<file path="config.mk">
export PLATFORM = sky130hd
export DESIGN_NAME = n_bit_alu_pipe
export DESIGN_NICKNAME = d
export VERILOG_FILES = /design/src/rtl/n_bit_alu_pipe.sv
export SDC_FILE = /design/constraint.sdc
export NUM_CORES = 1
export LEC_CHECK = 0
export ABC_AREA = 1
export BUFFER_PORTS_ARGS = -buffer_cell sky130_fd_sc_hd__buf_4
export CORE_MARGIN = 3
export CORE_UTILIZATION = 60
export CTS_CLUSTER_DIAMETER = 60
export DETAILED_ROUTE_END_ITERATION = 6
export PLACE_DENSITY = 0.86
export SYNTH_ARGS = -nofsm -noshare
export SYNTH_HDL_FRONTEND = slang
export SYNTH_SLANG_ARGS = --single-unit
</file>
<file path="constraint.sdc">
create_clock -name clk -period 3.36 [get_ports clk]
set_input_delay 0.504 -clock clk [delete_from_list [all_inputs] [get_ports clk]]
set_output_delay 0.504 -clock clk [all_outputs]
set_load 0.05 [all_outputs]
</file>
<file path="src/rtl/n_bit_alu_pipe.sv">
// Registered ALU stage: accepts an operand pair and an opcode, then buffers each result
// with its status flags in a 2-entry FIFO ahead of the downstream consumer.
module n_bit_alu_pipe #(
  parameter int unsigned Nsize = 4,
  parameter int unsigned CNTW  = 8
) (
  input  logic             clk,
  input  logic             rst,
  input  logic             in_valid,
  output logic             in_ready,
  input  logic [2:0]       op,
  input  logic [Nsize-1:0] a,
  input  logic [Nsize-1:0] b,
  output logic             out_valid,
  input  logic             out_ready,
  output logic [Nsize-1:0] result,
  output logic             zero,
  output logic             carry,
  output logic             ovf,
  output logic [CNTW-1:0]  op_count
);

  localparam int unsigned EntryW = Nsize + 3;
  localparam int unsigned Msb    = Nsize - 1;

  localparam logic [2:0] OpMov = 3'b000;
  localparam logic [2:0] OpNot = 3'b001;
  localparam logic [2:0] OpAdd = 3'b010;
  localparam logic [2:0] OpSub = 3'b011;
  localparam logic [2:0] OpOr  = 3'b100;
  localparam logic [2:0] OpAnd = 3'b101;
  localparam logic [2:0] OpXor = 3'b110;
  localparam logic [2:0] OpSlt = 3'b111;

  logic [EntryW-1:0] mem_q [2];
  logic              wr_ptr_q;
  logic              rd_ptr_q;
  logic [1:0]        count_q;
  logic [CNTW-1:0]   op_count_q;

  logic [Nsize:0]    sum_w;
  logic [Nsize:0]    diff_w;
  logic              add_ovf;
  logic              sub_ovf;
  logic [Nsize-1:0]  res_d;
  logic              carry_d;
  logic              ovf_d;
  logic [EntryW-1:0] entry_d;
  logic              push;
  logic              pop;

  // Subtraction is a + ~b + 1 so its carry-out doubles as "no borrow".
  assign sum_w   = {1'b0, a} + {1'b0, b};
  assign diff_w  = {1'b0, a} + {1'b0, ~b} + {{Nsize{1'b0}}, 1'b1};
  assign add_ovf = (a[Msb] == b[Msb]) && (sum_w[Msb] != a[Msb]);
  assign sub_ovf = (a[Msb] != b[Msb]) && (diff_w[Msb] != a[Msb]);

  always_comb begin
    res_d   = '0;
    carry_d = 1'b0;
    ovf_d   = 1'b0;
    case (op)
      OpMov: res_d = a;
      OpNot: res_d = ~a;
      OpAdd: begin
        res_d   = sum_w[Nsize-1:0];
        carry_d = sum_w[Nsize];
        ovf_d   = add_ovf;
      end
      OpSub: begin
        res_d   = diff_w[Nsize-1:0];
        carry_d = diff_w[Nsize];
        ovf_d   = sub_ovf;
      end
      OpOr:  res_d = a | b;
      OpAnd: res_d = a & b;
      OpXor: res_d = a ^ b;
      OpSlt: res_d = {{(Nsize-1){1'b0}}, diff_w[Msb] ^ sub_ovf};
      default: res_d = '0;
    endcase
  end

  assign entry_d   = {res_d, (res_d == '0), carry_d, ovf_d};
  assign in_ready  = (count_q != 2'd2);
  assign out_valid = (count_q != 2'd0);
  assign push      = in_valid && in_ready;
  assign pop       = out_valid && out_ready;

  always_ff @(posedge clk) begin
    if (rst) begin
      wr_ptr_q   <= 1'b0;
      rd_ptr_q   <= 1'b0;
      count_q    <= 2'd0;
      op_count_q <= '0;
    end else begin
      if (push) begin
        wr_ptr_q <= ~wr_ptr_q;
      end
      if (pop) begin
        rd_ptr_q   <= ~rd_ptr_q;
        op_count_q <= op_count_q + {{(CNTW-1){1'b0}}, 1'b1};
      end
      case ({push, pop})
        2'b10:   count_q <= count_q + 2'd1;
        2'b01:   count_q <= count_q - 2'd1;
        default: count_q <= count_q;
      endcase
    end
  end

  // Storage needs no reset: the occupancy count masks stale entries.
  always_ff @(posedge clk) begin
    if (push && !rst) begin
      mem_q[wr_ptr_q] <= entry_d;
    end
  end

  assign {result, zero, carry, ovf} = out_valid ? mem_q[rd_ptr_q] : '0;
  assign op_count = op_count_q;

endmodule

</file>
==> impl_summary.txt <==
----------------------------------------------------
[Die]
  Ports ... 32
  Starting Density ... 65.6%
  Vertical die dimension ... 62.1 um
  Die width ... 62.1 um
  Area inside the core boundary ... 2880 sq um
  Die area ... 3860 sq um
  Count of standard-cell rows ... 19

[Drt]
  DRC violation count after routing ... 0
  Routed wirelength normalized by instance count ... 11.9 um
  Avg Vias per Cell ... 5.11
  Drt initial violations ... 45
  Count of vias placed by the detailed router ... 1584
  Final routed wirelength across all metal layers ... 3680 um
  Residual antenna-violating net count after detailed routing ... 0
  Count of TritonRoute iterations in the first routing pass ... 4

[CTS]
  Maximum number of buffers from clock root to sink ... 2
  Count of hold-fix buffers inserted at cts ... 0
  Total CTS buffers ... 3
  Gates resized, CTS repair ... 0
  TritonCTS sink count ... 27
  Insertion delay to the later sink of the worst-skew pair ... 0.32 ns
  Clock transition at path regs ... 0.15 ns
  H-Tree Depth ... 1
  Root Buffer Master ... sky130_fd_sc_hd__clkbuf_4
  Buffer count from post-CTS setup fixing ... 0
  Clock tree from TritonCTS ... built

[Finish]
  Share of final-layout standard cells stronger than drive strength 1 ... 23.9%
  Final #Nets ... 301
  Count of inserted antenna diode cells ... 0
  Growth of design area from synthesis to finish ... 14.8%

[Logic synthesis]
  Sequential fraction of the synthesis area ... 36.1%
  Post-Syn Area per Cell ... 7.93 sq um
  Cell type with the largest total area after synthesis ... sky130_fd_sc_hd__edfxtp_1
  Net count after synthesis ... 270
  Post-synthesis register bit count ... 27
  Post-synth top flop ... sky130_fd_sc_hd__edfxtp_1
  Number of flops mapped to enable cells by yosys ... 14
  Post-synth top area share ... 22.3%
  Async set-reset flop share out of synthesis ... 0%
  Number of distinct library cells after synthesis ... 31
  Netlist Area Pre-Place ... 1890 sq um
  Most frequent cells after synthesis ... sky130_fd_sc_hd__nand2_1 (46), sky130_fd_sc_hd__inv_1 (33), sky130_fd_sc_hd__nor2_1 (21)
  Leading cell type by number of instances after synthesis ... sky130_fd_sc_hd__nand2_1
  Largest cells by area after synthesis ... sky130_fd_sc_hd__edfxtp_1 (22%), sky130_fd_sc_hd__dfxtp_1 (14%), sky130_fd_sc_hd__ha_1 (9.3%), sky130_fd_sc_hd__nand2_1 (9.1%), sky130_fd_sc_hd__inv_1 (6.6%)
  Number of instances in the synthesized netlist ... 238
  Synth warnings ... 0

[Global routing]
  Global-route wire length before repair ... 5710 um
  Leftover overflow at the end of global routing ... 0
  Pin count of the biggest net entering global routing ... 17
  Global router's overall resource usage ... 20.0%
  Number of global-route vias before repair ... 1329
  Initial antenna violation count ... 0

[Pwr]
  Power density normalized to cell area ... 465 nW/um^2
  Post-layout power ... 0.00101 W
  Leakage power total ... 1.04 nW
  Peak supply drop ... 299 uV

[STA]
  Hold Vio Cnt, Final ... 0
  Number of setup violations in the final report ... 0
  Period Utilization, post-route ... 65.7%
  Clock Skews ... 0.0163 ns
  RSZ-0062 raised after global routing ... false
  Peak Freq ... 453 MHz
  Crit path time final ... 2.21 ns
  Setup Total Neg Slack ... 0 ns
  Rel. slew slack ... 38.4%
  Actual slew at the worst max-slew pin ... 0.917 ns
  Crit path setup slack, layout ... 1.15 ns
  Final Max Tran Viols ... 0

[Worst hold path]
  Type of the tightest min-delay check ... input pin to register

[Place]
  Count of buffers from port buffering ... 31
  Final RePlAce weighted congestion ... 0.927
  Pre-CTS WS ... 0.812 ns
  DP HPWL ... 2970 um

[Worst setup path]
  Standard cell with the maximum stage delay on the critical path ... sky130_fd_sc_hd__fa_1
  Arrival time of data at the critical path endpoint ... 2.29 ns
  Endpoint kind of the worst setup timing path ... register
  Series of cell instances along the critical path ... buf_4, inv_1, ha_1, o21bai_1, a21oi_1, fa_1, nor2_2, nor2_2, nand3_2, nor2_2, nor2_2, nor2_2
  Slowest stage delay, CP ... 0.48 ns
  Crit-path max FO ... 4
  Worst setup SP type ... input pin
  Buffers and inverters on the worst path ... 2
  Cell seen most often among critical-path stages ... sky130_fd_sc_hd__nor2_2
  Dominant delay contributor by cell family on the critical path ... adder cells
  Worst endpoint required time ... 3.44 ns
  Worst Path Class, Setup ... input pin to register

[Job]
  Max cap viols ... 0

[Status]
  Status ... finished clean

----------------------------------------------------
placed cells by master, fill, tap and decap left out, drive strengths merged:
cell type and instances:
a21oi 19, nor2 33, nand2 52, o31ai 1
xnor2 1, nand3b 1, inv 39, nand3 17
o211ai 1, edfxtp 14, ha 14, xor2 3
nor3b 1, buf 31, dfxtp 13, nand4 6
o21ai 11, clkbuf 3, o21bai 2, nor3 3
fa 3
cells by family after synthesis:
family | share of synthesized area, %
flip-flops | 36.1
AND/OR/NAND/NOR | 30.8
buffers and inverters | 9.34
XOR/XNOR | 1.86
AO/OA/AOI/OAI | 9.54
adder cells (fa/ha/maj) | 12.5
per-stage QoR:
step / hold WS [ns] / instances / utilization [%] / instance area [sq um]
5_1_grt: 0.382 / 310 / 75.4 / 2170
3_5_place_dp: 0.458 / 306 / 74.4 / 2140
4_1_cts: 0.385 / 310 / 75.4 / 2170
2_1_floorplan: 0.432 / 238 / - / 1890
3_3_place_gp: 0.441 / 306 / 74.4 / 2140
6_report: 0.386 / 310 / 75.4 / 2170
registers in the layout, indices dropped and copies added, names as in the netlist, named ones only:
register  cells
count_q       2
mem_q        14
op_count      8
rd_ptr_q      1
wr_ptr_q      1
final cells by class:
class	instances	area (sq um)
tap	42	52.6
multi-input combinational	168	1030
sequential	27	681
clock inverter	1	6.26
inverter	38	143
clock buffer	3	22.5
fill	225	708
timing repair buffer	31	233
layer usage:
layer	routed length [um]	vias up	GRT usage, %
met1	1580	697	25.3
li1	-	832	-
met5	0	-	0
met4	41	0	6.97
met3	229	5	2.69
met2	1830	50	34.8
report_power, final:
group	internal, W	switching (W)
Clock	0.0000463	0.0000917
Sequential	0.000385	0.0000236
Combinational	0.000137	0.000325
Total	0.000568	0.000440
path summary, 6_finish.rpt:
| path | slack (ns) | from | cells after the start | end |
|---|---|---|---|---|
| setup / recovery | 1.15 | a[1] | 12 | mem_q[1][2]$_DFFE_PP_ |
| hold / removal | 0.39 | rst | 2 | op_count[5]$_SDFFE_PP0P_ |
| setup reg to reg | 1.60 | count_q[0]$_SDFFE_PP0P_ | 4 | mem_q[1][2]$_DFFE_PP_ |
| hold reg to reg | 0.47 | rd_ptr_q$_SDFFE_PP0P_ | 1 | register |
Note: power is estimated with default switching activity, not from simulation.
